File: src/rtl/cpu_pkg.sv
// cpu_pkg: shared scoreboard entry type and register constants for decode hazard logic
package cpu_pkg;
   localparam int DEST_MAX = 8;
   localparam logic [4:0] XZR = 5'd31;
   localparam logic [4:0] X30 = 5'd30;
   localparam int FWD_RF = 0;
   typedef struct packed {
      logic                valid;
      logic [DEST_MAX-1:0] dest;
      logic                regwrite;
      logic                memread;
      logic                setflags;
   } sb_entry_t;
endpackage

File: src/rtl/id_hazard_scoreboard_if.sv
// id_hazard_scoreboard_if: decode-stage instruction fields in, forwarding/stall controls out
interface id_hazard_scoreboard_if #(parameter int NSRC = 2, REGW = 5, SELW = 2, CNTW = 16);
   logic                 id_valid;
   logic [NSRC*REGW-1:0] id_src;
   logic [NSRC-1:0]      id_src_used;
   logic [REGW-1:0]      id_dest;
   logic                 id_regwrite;
   logic                 id_memread;
   logic                 id_setflags;
   logic                 id_uses_flags;
   logic                 flush;
   logic [NSRC*SELW-1:0] fwd_sel;
   logic                 fwd_flags;
   logic                 stall;
   logic [CNTW-1:0]      stall_count;
   modport master (output id_valid, id_src, id_src_used, id_dest, id_regwrite, id_memread,
                   id_setflags, id_uses_flags, flush,
                   input fwd_sel, fwd_flags, stall, stall_count);
   modport slave (input id_valid, id_src, id_src_used, id_dest, id_regwrite, id_memread,
                  id_setflags, id_uses_flags, flush,
                  output fwd_sel, fwd_flags, stall, stall_count);
endinterface

File: src/rtl/id_hazard_scoreboard_operand_match.sv
// operand_match: priority-encodes the youngest in-flight producer of one source operand
module operand_match import cpu_pkg::*; #(parameter int DEPTH = 3, REGW = 5, SELW = 2) (
   input  sb_entry_t       sb [1:DEPTH],
   input  logic [REGW-1:0] src,
   input  logic            used,
   output logic [SELW-1:0] sel
);
   logic [DEST_MAX-1:0] key;
   assign key = DEST_MAX'(src);
   // scan oldest to youngest so the smallest matching stage is the one left in sel
   always_comb begin
      sel = SELW'(FWD_RF);
      for (int s = DEPTH; s >= 1; s--)
         if (used && src != REGW'(XZR) && sb[s].valid && sb[s].regwrite && sb[s].dest == key)
            sel = SELW'(s);
   end
endmodule

File: src/rtl/id_hazard_scoreboard.sv
// id_hazard_scoreboard: tracks DEPTH downstream stages to drive operand/flag forwarding,
// load-use stalls and a saturating stall counter for the decode stage
module id_hazard_scoreboard import cpu_pkg::*; #(
   parameter int DEPTH = 3, NSRC = 2, REGW = 5, SELW = 2, CNTW = 16
) (
   input logic                   clk,
   input logic                   reset,
   id_hazard_scoreboard_if.slave bus
);
   sb_entry_t       sb [1:DEPTH];
   logic [NSRC-1:0] hit1;
   logic [CNTW-1:0] cnt;
   genvar k;
   for (k = 0; k < NSRC; k++) begin : g_src
      logic [SELW-1:0] sel;
      operand_match #(.DEPTH(DEPTH), .REGW(REGW), .SELW(SELW)) u_match (
         .sb(sb), .src(bus.id_src[k*REGW +: REGW]), .used(bus.id_src_used[k]), .sel(sel));
      assign bus.fwd_sel[k*SELW +: SELW] = sel;
      assign hit1[k] = sel == SELW'(1);
   end
   assign bus.stall       = bus.id_valid & ~bus.flush & sb[1].memread & |hit1;
   assign bus.fwd_flags   = bus.id_uses_flags & sb[1].valid & sb[1].setflags;
   assign bus.stall_count = cnt;
   always_ff @(posedge clk or posedge reset)
      if (reset) begin
         for (int s = 1; s <= DEPTH; s++) sb[s] <= '0;
         cnt <= '0;
      end else begin
         sb[1] <= (bus.id_valid & ~bus.stall & ~bus.flush) ?
                  sb_entry_t'{valid: 1'b1, dest: DEST_MAX'(bus.id_dest), regwrite: bus.id_regwrite,
                              memread: bus.id_memread, setflags: bus.id_setflags} : '0;
         for (int s = 2; s <= DEPTH; s++) sb[s] <= sb[s-1];
         if (bus.stall && cnt != '1) cnt <= cnt + CNTW'(1);
      end
endmodule

File: src/flat_wrapper.sv
// flat-port wrapper written by rule: the top's interface ports become plain ports
module id_hazard_scoreboard_flat import cpu_pkg::*;
#(
   parameter int DEPTH = 3, NSRC = 2, REGW = 5, SELW = 2, CNTW = 16
)
  (clk, reset, bus_id_valid, bus_id_src, bus_id_src_used, bus_id_dest, bus_id_regwrite, bus_id_memread, bus_id_setflags, bus_id_uses_flags, bus_flush, bus_fwd_sel, bus_fwd_flags, bus_stall, bus_stall_count);
  id_hazard_scoreboard_if #(.NSRC(NSRC), .REGW(REGW), .SELW(SELW), .CNTW(CNTW)) bus_i ();
  input logic clk;
  input logic reset;
  input wire logic [$bits(bus_i.id_valid)-1:0] bus_id_valid;
  input wire logic [$bits(bus_i.id_src)-1:0] bus_id_src;
  input wire logic [$bits(bus_i.id_src_used)-1:0] bus_id_src_used;
  input wire logic [$bits(bus_i.id_dest)-1:0] bus_id_dest;
  input wire logic [$bits(bus_i.id_regwrite)-1:0] bus_id_regwrite;
  input wire logic [$bits(bus_i.id_memread)-1:0] bus_id_memread;
  input wire logic [$bits(bus_i.id_setflags)-1:0] bus_id_setflags;
  input wire logic [$bits(bus_i.id_uses_flags)-1:0] bus_id_uses_flags;
  input wire logic [$bits(bus_i.flush)-1:0] bus_flush;
  output wire logic [$bits(bus_i.fwd_sel)-1:0] bus_fwd_sel;
  output wire logic [$bits(bus_i.fwd_flags)-1:0] bus_fwd_flags;
  output wire logic [$bits(bus_i.stall)-1:0] bus_stall;
  output wire logic [$bits(bus_i.stall_count)-1:0] bus_stall_count;
  assign bus_i.id_valid = bus_id_valid;
  assign bus_i.id_src = bus_id_src;
  assign bus_i.id_src_used = bus_id_src_used;
  assign bus_i.id_dest = bus_id_dest;
  assign bus_i.id_regwrite = bus_id_regwrite;
  assign bus_i.id_memread = bus_id_memread;
  assign bus_i.id_setflags = bus_id_setflags;
  assign bus_i.id_uses_flags = bus_id_uses_flags;
  assign bus_i.flush = bus_flush;
  assign bus_fwd_sel = bus_i.fwd_sel;
  assign bus_fwd_flags = bus_i.fwd_flags;
  assign bus_stall = bus_i.stall;
  assign bus_stall_count = bus_i.stall_count;
  id_hazard_scoreboard #(.DEPTH(DEPTH), .NSRC(NSRC), .REGW(REGW), .SELW(SELW), .CNTW(CNTW)) u_core (.clk(clk), .reset(reset), .bus(bus_i));
endmodule
File: config.mk
export PLATFORM = sky130hd
export DESIGN_NAME = id_hazard_scoreboard_flat
export DESIGN_NICKNAME = d
export VERILOG_FILES = /design/src/rtl/cpu_pkg.sv /design/src/rtl/id_hazard_scoreboard_if.sv /design/src/rtl/id_hazard_scoreboard_operand_match.sv /design/src/rtl/id_hazard_scoreboard.sv /design/src/flat_wrapper.sv
export SDC_FILE = /design/constraint.sdc
export NUM_CORES = 1
export LEC_CHECK = 0
export CAP_MARGIN = 20
export CORE_ASPECT_RATIO = 0.8
export CORE_UTILIZATION = 25
export CTS_CLUSTER_DIAMETER = 120
export DETAILED_ROUTE_END_ITERATION = 10
export PLACE_DENSITY_LB_ADDON = 0.08
export SYNTH_ARGS = -nofsm -noshare
export SYNTH_HDL_FRONTEND = slang
export SYNTH_SLANG_ARGS = --single-unit
File: constraint.sdc
create_clock -name clk -period 1.8 [get_ports clk]
set_input_delay 0.27 -clock clk [delete_from_list [all_inputs] [get_ports clk]]
set_output_delay 0.27 -clock clk [all_outputs]
set_load 0.05 [all_outputs]
Word-level counts from Yosys, hierarchy flattened
Cells that the tools add are included.

Eq/ne operators: 11. Reduce and logical (&&, ||, !) cells: 22. Add/subtract/negate cells: 1. Bitwise logic cells: 9. Muxes and demuxes: 7.

Operators by type and width (count): $eq 8x5->1 (6); $logic_and 1x1->1 (21); $add 16x1->16 const B (1); $ne 16x16->1 const B (1); $mux 12 (1); $mux 2 (6); $ne 5x5->1 const B (2); $and 1x1->1 (7); $eq 2x1->1 const B (2); $not 1->1 (2); $reduce_or 2->1 (1).

Word-level logic and storage cells: 62. Register bits: 48. Output and inout port bits: 22. Input bits: 25.

Logic depth before layout (Yosys ltp)
Gate-level depths: netlist of run 1.

Depth after elaboration: 15. Gate-level depth with buffers: 7. Gate-level depth less buffers: 6.

Cells and area by module
From an unflattened synthesis of run 1, not the netlist that was laid out.

Cells, all modules: 185. Area, all modules: 2190.9 sq um.

Modules (own cells, without submodules): id_hazard_scoreboard (cells an instance 115, area an instance 1652.8 sq um, times used 1); operand_match (cells an instance 35, area an instance 269.0 sq um, times used 2).

Least setup slack after synthesis of run 1
OpenSTA, ideal clock, no wires.

Path kind: reg2reg. Start point: register u_core.cnt[3], in the netlist u_core.bus.stall_count[3]. End point: register u_core.cnt[14], in the netlist u_core.bus.stall_count[14]. Library setup time: 145 ps. Data arrival time: 1938 ps. Clock period less this slack: 2082 ps. Path slack: -282 ps. Data required time: 1655 ps. Cell stages (with the launch flop): 8. Cell sequence: dfrtp_1 nand4_1 nor4_1 nand3_1 o21ai_2 buf_6 nor3_1 xor2_1.

Longest elaborated chain between the ends: 2. Elaborated cells on any way between the ends: 3. Classes of those cells: add/sub (1); eq/ne (1); reduce/logical (1).

Ends and longest elaborated chain: from (decl) (line id_hazard_scoreboard.sv:12) `logic [CNTW-1:0] cnt;`; from (signal assigned) (line id_hazard_scoreboard.sv:33) `if (bus.stall && cnt != '1) cnt <= cnt + CNTW'(1);`; branches (longest 2 deep; another with $add 16x1->16).

Parallel ways; which one is timed is not known. A chain may end at the register's enable or synchronous reset.

Worst setup path after layout of run 1
Start point: register, netlist name u_core.sb[28]. End point: output port bus_stall.

Longest elaborated chain between the ends: 6. Elaborated cells on any way between the ends: 10. Classes of those cells: eq/ne (4); mux (2); bitwise (1); reduce/logical (3).

Ends and longest elaborated chain: $eq 8x5->1 (line id_hazard_scoreboard_operand_match.sv:14) `if (used && src != REGW'(XZR) && sb[s].valid && sb[s].regwrite && sb[s].dest == key)`; $logic_and 1x1->1 (line id_hazard_scoreboard_operand_match.sv:14); $mux 2 (line id_hazard_scoreboard_operand_match.sv:14); $eq 2x1->1 (line id_hazard_scoreboard.sv:19) `assign hit1[k] = sel == SELW'(1);`; $reduce_or 2->1 (*) (line id_hazard_scoreboard.sv:21) `assign bus.stall = bus.id_valid & ~bus.flush & sb[1].memread & |hit1;`; $and 1x1->1 (*) (line id_hazard_scoreboard.sv:21); to (decl) (line flat_wrapper.sv:21) `output wire logic [$bits(bus_i.stall)-1:0] bus_stall;`.

Mark *: on every way between the ends. The rest lies on a longest branch, timed or not.

==> flow_summary.json, run 1 <==
{
  "first_pass_iters": 4,
  "diodes": 0,
  "critPathKind": "flip-flop to output pin",
  "rsz0062_at_grt": "true",
  "cp.required_ps": 1530,
  "clkLatencyLatePin_ps": 290,
  "fin_setup_tns_ps": -3340,
  "max_slew_margin_pct": 72.3,
  "async_reset_ff_share_pct": 100,
  "yosysTopAreaCellShare_pct": 51.3,
  "clockBufferDepth": 2,
  "antenna_found_initial": 0,
  "worst_ep_arrival_time_ps": 1840,
  "filler_cell_count": 720,
  "max_freq_mhz": 474,
  "worstPathCellList": "xor2_1, nor4_1, and3_4, nor2_4, buf_6, nor2_4, buf_12",
  "yosys_register_bits": 39,
  "multiInputGateArea_um2": 1150,
  "ys_types": 30,
  "grt_overflow": 0,
  "cts_hold_buffers": 0,
  "wl_per_cell_um": 13.6,
  "initial_core_util_pct": 25.7,
  "syn_area_um2": 1900,
  "gp_congestion": 0.767,
  "drt-total-wl_um": 5020,
  "yosysSeqAreaShare_pct": 51.3,
  "setup_viol_count_final": 27,
  "end_kind": "output pin",
  "ys_warn_count": 0,
  "drive_gt1_share_pct": 45.7,
  "grt_max_degree": 40,
  "portBuffers": 46,
  "die-area_um2": 7960,
  "ant_nets": 0,
  "die_x_um": 99.5,
  "violations": "negative setup slack",
  "cts_htree_levels": 2,
  "finalCoreUtilization_pct": 43.8,
  "synthesis.nets": 198,
  "drc_errors": 0,
  "path_max_fanout": 3,
  "critPathLaunchType": "flip-flop",
  "cts_root_buffer": "clkbuf_8",
  "vdd_drop_max_mv": 0.262,
  "setup_slack_ps": -312,
  "cp_slowest_cell": "dfrtp_1",
  "critPathMaxStageDelay_ps": 430,
  "cap_violations": 0,
  "hold_class": "input port to async pin",
  "via_per_inst": 4.10,
  "timing.hold.ws_ps": 333,
  "status": "finished, violations left",
  "clkTransAtPathRegs_ps": 80,
  "worstMarginPinSlew_ps": 415,
  "synth.cells.most_frequent": "39 x dfrtp_1, 37 x xor2_1, 12 x nand2_1",
  "regArea_um2": 992,
  "cp_common_cell": "nor2_4",
  "netlist_instances": 172,
  "numCtsBuffers": 5,
  "drtIter0Drc": 56,
  "r2r_slack_ps": -150,
  "syn_area_per_cell_um2": 11.1,
  "dp.cells": 350,
  "hold_viol": 0,
  "synth_edf_count": 0,
  "core-area_um2": 7390,
  "p_leak_nw": 1.65,
  "final.setup_skew_ps": 4.43,
  "ios": 47,
  "min_period_ps": 2110,
  "vias": 1517,
  "slew_viol_final": 0,
  "nets": 290,
  "power_density_nw_per_um2": 574,
  "fp.dieH_um": 80.0,
  "netlist_top_cells_area": "dfrtp_1 51%, xor2_1 17%, xnor2_1 3.2%, and2_1 2.6%, nor4_1 2.6%",
  "rows": 28,
  "finalNonFillerCells": 370,
  "yosysTopAreaCell": "dfrtp_1",
  "grt_pass1_wl_um": 8020,
  "synth.most_common_cell": "dfrtp_1",
  "cts_sinks": 39,
  "synthToLayoutAreaGrowth_pct": 70.3,
  "grt_pass1_vias": 1524,
  "dp_hpwl_um": 3590,
  "synth-main-ff-cell": "dfrtp_1",
  "cts_tree": "done",
  "gr-usage-all-layers_pct": 13.6,
  "fin_crit_sh_pct": 117
}
-- worst max-delay path, delay by kind of cell (launching register included) --
kind,cells,cell delay (ps)
xor+xnor,1,180
buf+inv,2,250
flops,1,430
simple gates,4,690
-- layer usage --
layer,global-route usage (%),vias up,share of wire (%)
met3,3.15,2,3.4
met1,21.0,720,55
met5,0,-,0
met4,3.53,0,0.46
met2,18.5,28,41
li1,-,767,-
-- path summary, 6_finish.rpt --
| kind | cells after the start | startpoint | end |
|---|---|---|---|
| worst max-delay path | 7 | u_core.sb[28]$_DFF_PP0_ | bus_stall |
| worst min-delay path | 3 | reset | u_core.bus.stall_count[11]$_DFFE_PP0P_ |
| worst max register to register | 7 | u_core.sb[28]$_DFF_PP0_ | u_core.bus.stall_count[1]$_DFFE_PP0P_ |
| worst min register to register | 0 | u_core.sb[23]$_DFF_PP0_ | u_core.sb[11]$_DFF_PP0_ |
| max in group asynchronous | 3 | reset | u_core.bus.stall_count[7]$_DFFE_PP0P_ |
| min in group clk | 0 | u_core.sb[23]$_DFF_PP0_ | u_core.sb[11]$_DFF_PP0_ |
-- metrics by stage --
| stage | setup WS [ps] | cell area (µm²) | total power, mW |
|---|---|---|---|
| 6_report | -312 | 3240 | 1.86 |
| 5_1_grt | -392 | 3240 | 1.96 |
| 4_1_cts | -317 | 3100 | 1.88 |
| 3_5_place_dp | -467 | 2760 | 1.13 |
| 3_3_place_gp | -477 | 2760 | 1.13 |
| 2_1_floorplan | -18.8 | 1930 | 0.999 |
-- cell type report --
class	count	area share, %
clock buffers	5	2.13
clock inverters	3	1.35
inverters	4	0.464
multi-input cells	128	35.6
flip-flops and latches	39	30.6
well taps	105	4.06
repair buffers	86	25.7
-- flip-flops by register name, indices dropped and copies added, names as in the netlist --
name and count:
u_core.bus.stall_count 16, u_core.sb 23
-- report_power, final --
group | switching (mW) | leakage (nW) | internal [mW]
logic | 0.0885 | 1.10 | 0.113
clock network | 0.329 | 0.0581 | 0.413
registers | 0.0182 | 0.498 | 0.896
-- placed cells by master, fill, tap and decap left out, types with 2 or more instances in the layout --
cell type        synthesis  routed
buf_4                    0      42
xor2_1                  37      36
dfrtp_1                 39      26
clkdlybuf4s50_1          0      14
dfrtp_2                  0      13
nand2_1                 12      12
buf_6                    1      12
dlygate4sd2_1            0      10
nor3_4                   0       8
buf_12                   0       7
nand3_1                  6       6
xnor2_1                  7       6
nand4_1                  6       6
nor4_1                   8       5
and2_4                   0       5
clkbuf_8                 0       5
nor2_1                   7       4
nand2b_4                 0       4
nor2_4                   0       4
inv_1                    4       4
nor4_4                   1       4
o21a_1                   3       3
and2_1                   8       3
and2_0                   2       2
nor4_2                   2       2
and3_4                   1       2
a21oi_2                  0       2
and3b_2                  0       2
and3_1                   2       2
-- timing repair --
action	4_1_cts	5_1_grt
endpoints found under the setup margin	27	28
resized for setup	51	21
gates cloned	1	0
buffers inserted	7	6
pin swaps	35	24
-- logic make-up after synthesis --
logic type      count (synthesis)  synth area share, %
fa+ha+maj                       1                0.658
buf+inv                         6                 1.58
mux                             1                0.592
simple gates                   73                 22.9
flops                          39                 51.3
compound gates                  8                 2.70
xor+xnor                       44                 20.3
Note: power is estimated with default switching activity, not from simulation.
==> run 2, diff against run 1 <==
CORE_MARGIN = 3   (was default)
==> run 2 against run 1 <==
  * The run still ends with negative setup slack left
  * Die area increased by 9.2%
  * Clock-buffer cell count grew 2
  * Combinational power decreased by 6%
  * Critical endpoint unchanged
==> flow_summary.json, run 2 (same netlist as run 1, synthesis figures left out) <==
{
  "status": "finished, violations left",
  "violations": "negative setup slack",
  "cp_slowest_cell": "dfrtp_1",
  "cp.required_ps": 1530,
  "synthToLayoutAreaGrowth_pct": 65.0,
  "grt_pass1_wl_um": 8300,
  "antenna_found_initial": 0,
  "worstMarginPinSlew_ps": 506,
  "critPathKind": "flip-flop to output pin",
  "first_pass_iters": 4,
  "dp.cells": 351,
  "grt_overflow": 0,
  "cap_violations": 0,
  "drt-total-wl_um": 5120,
  "wl_per_cell_um": 13.9,
  "critPathMaxStageDelay_ps": 430,
  "nets": 293,
  "max_slew_margin_pct": 66.2,
  "multiInputGateArea_um2": 1090,
  "final.setup_skew_ps": 9.36,
  "drive_gt1_share_pct": 42.5,
  "p_leak_nw": 1.58,
  "hold_viol": 0,
  "setup_viol_count_final": 29,
  "cts_root_buffer": "clkbuf_8",
  "filler_cell_count": 683,
  "die_x_um": 104,
  "largest-register": "u_core.sb",
  "dp_hpwl_um": 3730,
  "slew_viol_final": 0,
  "clockBufferDepth": 2,
  "clkLatencyLatePin_ps": 290,
  "numCtsBuffers": 5,
  "gp_congestion": 0.768,
  "max_freq_mhz": 470,
  "path_max_fanout": 4,
  "cts_tree": "done",
  "regArea_um2": 991,
  "power_density_nw_per_um2": 536,
  "vias": 1551,
  "timing.hold.ws_ps": 373,
  "cts_htree_levels": 2,
  "drc_errors": 0,
  "end_kind": "output pin",
  "rsz0062_at_grt": "true",
  "rows": 27,
  "initial_core_util_pct": 26.7,
  "portBuffers": 46,
  "gr-usage-all-layers_pct": 12.1,
  "final_cell_mix": "53 x buf_4, 37 x xor2_1, 27 x dfrtp_1",
  "min_period_ps": 2130,
  "ios": 47,
  "mostFrequentLayoutCell": "buf_4",
  "total_power_mw": 1.68,
  "die-area_um2": 8700,
  "place_ws_ps": -567,
  "cts_sinks": 39,
  "drtIter0Drc": 37,
  "grt_pass1_vias": 1610,
  "worstPathCellList": "xor2_1, nor4_2, and3_4, nor2_2, buf_6, nor2_4, buf_12",
  "ant_nets": 0,
  "finalNonFillerCells": 369,
  "core-area_um2": 7130,
  "fp.dieH_um": 84.0,
  "worst_ep_arrival_time_ps": 1860,
  "via_per_inst": 4.20,
  "diodes": 0,
  "hold_class": "flip-flop to flip-flop",
  "fin_crit_sh_pct": 118,
  "critPathLaunchType": "flip-flop",
  "clkTransAtPathRegs_ps": 80,
  "setup_slack_ps": -326,
  "vdd_drop_max_mv": 0.298,
  "grt_max_degree": 40,
  "cts_hold_buffers": 0,
  "largest_register_ffs": 23
}
-- run 2: timing repair --
item                       CTS  global route
gates resized for setup     38            12
setup endpoints to repair   30            30
gates cloned                 0             2
pin swaps                   15            14
setup buffers                6             5
-- run 2: area by class of cell --
type / count / share of cell area, %
multi-input cells: 128 / 34.6
flip-flops and latches: 39 / 31.6
repair buffers: 89 / 26.7
well taps: 101 / 4.03
clock buffers: 7 / 2.43
inverters: 4 / 0.478
clock inverters: 1 / 0.159
-- run 2: power breakdown --
group	total, mW	switching [mW]	internal [mW]
registers	0.914	0.0182	0.896
clock network	0.577	0.305	0.272
logic	0.189	0.0852	0.104
-- run 2: layer usage --
layer | GRT usage, % | wire [µm] | vias up
li1 | - | - | 785
met1 | 18.2 | 2610 | 730
met2 | 16.9 | 2200 | 31
met3 | 3.02 | 271 | 5
met4 | 3.62 | 44 | 0
met5 | 0 | 0 | -
-- run 2: critical path: cells and delay by family, from the launching register on --
| kind | cells | cell delay (ps) |
|---|---|---|
| xor+xnor | 1 | 170 |
| buf+inv | 2 | 260 |
| flops | 1 | 430 |
| simple gates | 4 | 700 |
-- run 2: path summary, 6_finish.rpt --
path	startpoint	end	slack, ps	cells after the start
max	u_core.sb[28]$_DFF_PP0_	bus_stall	-330	7
min	u_core.sb[23]$_DFF_PP0_	u_core.sb[11]$_DFF_PP0_	370	0
max reg2reg	u_core.sb[28]$_DFF_PP0_	u_core.bus.stall_count[10]$_DFFE_PP0P_	-270	9
min reg2reg	u_core.sb[23]$_DFF_PP0_	u_core.sb[11]$_DFF_PP0_	370	0
max in group asynchronous	reset	u_core.bus.stall_count[0]$_DFFE_PP0P_	1030	3
min in group asynchronous	reset	u_core.bus.stall_count[10]$_DFFE_PP0P_	400	3
-- run 2: through the flow --
step | setup TNS, ps | utilization (%) | area [µm²]
5_1_grt | -8030 | 44.0 | 3140
4_1_cts | -7190 | 42.5 | 3030
2_1_floorplan | -20.6 | - | 1930
6_report | -5650 | 44.0 | 3140
3_3_place_gp | -13510 | 39.2 | 2790
3_5_place_dp | -13820 | 39.2 | 2790
==> run 3, diff against run 2 <==
SKIP_CTS_REPAIR_TIMING = 1   (was default)
==> run 3 against run 2 <==
  * The run still ends with negative setup slack left
  * Wire length fell by 5.9%
  * Fmax fell by 2.9%
  * Critical path type unchanged
  * Total power barely moved
  * Combinational power barely moved
  * Sequential cell count did not move
  * Final cell count fell by 0.81%
  * Critical endpoint unchanged
  * Highest routed layer unchanged
  * Global-route usage fell by 0.52 points
  * Utilization fell by 0.93 points
  * Final area fell by 2.1%
==> flow_summary.json, run 3 (same netlist as run 1, synthesis figures left out) <==
{
  "dp_hpwl_um": 3730,
  "ant_nets": 0,
  "vdd_drop_max_mv": 0.295,
  "cts_htree_levels": 2,
  "wl_per_cell_um": 13.2,
  "total_power_mw": 1.68,
  "vias": 1507,
  "mostFrequentLayoutCell": "buf_4",
  "grt_overflow": 0,
  "design_area_um2": 3070,
  "numCtsBuffers": 5,
  "final_cell_mix": "55 x buf_4, 37 x xor2_1, 27 x dfrtp_1",
  "worstPathCellList": "xor2_1, nor4_1, and3_2, nor2_4, buf_6, nor2_4, buf_12",
  "rsz0062_at_grt": "true",
  "end_kind": "output pin",
  "dp.cells": 351,
  "synthToLayoutAreaGrowth_pct": 61.5,
  "worstMarginPinSlew_ps": 504,
  "largest-register": "u_core.sb",
  "grt_pass1_wl_um": 7910,
  "final.setup_skew_ps": 9.72,
  "p_leak_nw": 1.56,
  "portBuffers": 46,
  "fin_crit_sh_pct": 122,
  "fp.dieH_um": 84.0,
  "timing.hold.ws_ps": 373,
  "place_ws_ps": -567,
  "cap_violations": 0,
  "cp_slowest_cell": "dfrtp_1",
  "cp_common_cell": "nor2_4",
  "power_density_nw_per_um2": 547,
  "status": "finished, violations left",
  "die-area_um2": 8700,
  "max_slew_margin_pct": 66.4,
  "violations": "negative setup slack",
  "drtIter0Drc": 50,
  "first_pass_iters": 4,
  "cts_sinks": 39,
  "initial_core_util_pct": 26.7,
  "diodes": 0,
  "rows": 27,
  "max_freq_mhz": 457,
  "ios": 47,
  "critPathKind": "flip-flop to output pin",
  "via_per_inst": 4.12,
  "clkLatencyLatePin_ps": 290,
  "slew_viol_final": 0,
  "critPathMaxStageDelay_ps": 430,
  "path_max_fanout": 3,
  "grt_max_degree": 40,
  "critPathLaunchType": "flip-flop",
  "gp_congestion": 0.768,
  "cp.required_ps": 1530,
  "clockBufferDepth": 2,
  "cp_top_family": "simple AND/OR/NAND/NOR gates",
  "drc_errors": 0,
  "cts_root_buffer": "clkbuf_8",
  "drive_gt1_share_pct": 40.4,
  "post_dp_cell_area_um2": 2790,
  "fin_setup_tns_ps": -6240,
  "largest_register_ffs": 23,
  "nets": 290,
  "core-area_um2": 7130,
  "min_period_ps": 2190,
  "drt-total-wl_um": 4820,
  "clkTransAtPathRegs_ps": 80,
  "grt_pass1_vias": 1550,
  "antenna_found_initial": 0,
  "die_x_um": 104,
  "cts_tree": "done",
  "hold_viol": 0,
  "gr-usage-all-layers_pct": 11.6,
  "finalNonFillerCells": 366,
  "setup_viol_count_final": 30,
  "crit_buf_inv": 2,
  "worst_ep_arrival_time_ps": 1920,
  "setup_slack_ps": -389,
  "hold_class": "flip-flop to flip-flop",
  "finalCoreUtilization_pct": 43.1
}
==> run 3: final cells by class <==
class / instances / area [µm²]
fill: 696 / 4060
multi-input combinational: 127 / 1030
sequential: 39 / 991
timing repair buffer: 87 / 827
tap: 101 / 126
clock buffer: 7 / 76.3
inverter: 4 / 15.0
clock inverter: 1 / 5.00
==> run 3: power breakdown <==
group | switching [mW] | total [mW] | internal, mW
Sequential | 0.0186 | 0.915 | 0.896
Clock | 0.303 | 0.575 | 0.272
Combinational | 0.0815 | 0.189 | 0.108
Total | 0.403 | 1.68 | 1.28
==> run 3: worst paths after layout <==
check	start	end	slack, ps	cells after the start
setup reg to reg	u_core.sb[28]$_DFF_PP0_	u_core.bus.stall_count[1]$_DFFE_PP0P_	-330	7
hold / removal	u_core.sb[23]$_DFF_PP0_	u_core.sb[11]$_DFF_PP0_	370	0
min in group asynchronous	reset	u_core.bus.stall_count[10]$_DFFE_PP0P_	400	3
max in group asynchronous	reset	u_core.bus.stall_count[0]$_DFFE_PP0P_	1030	3
setup / recovery	u_core.sb[28]$_DFF_PP0_	bus_stall	-390	7
hold reg to reg	u_core.sb[23]$_DFF_PP0_	u_core.sb[11]$_DFF_PP0_	370	0
==> run 3: layer usage <==
| metal | up-vias | track usage, % | wire, µm |
|---|---|---|---|
| met2 | 24 | 15.9 | 2050 |
| met3 | 5 | 3.02 | 194 |
| li1 | 774 | - | - |
| met5 | - | 0 | 0 |
| met1 | 704 | 17.5 | 2530 |
| met4 | 0 | 3.62 | 44 |
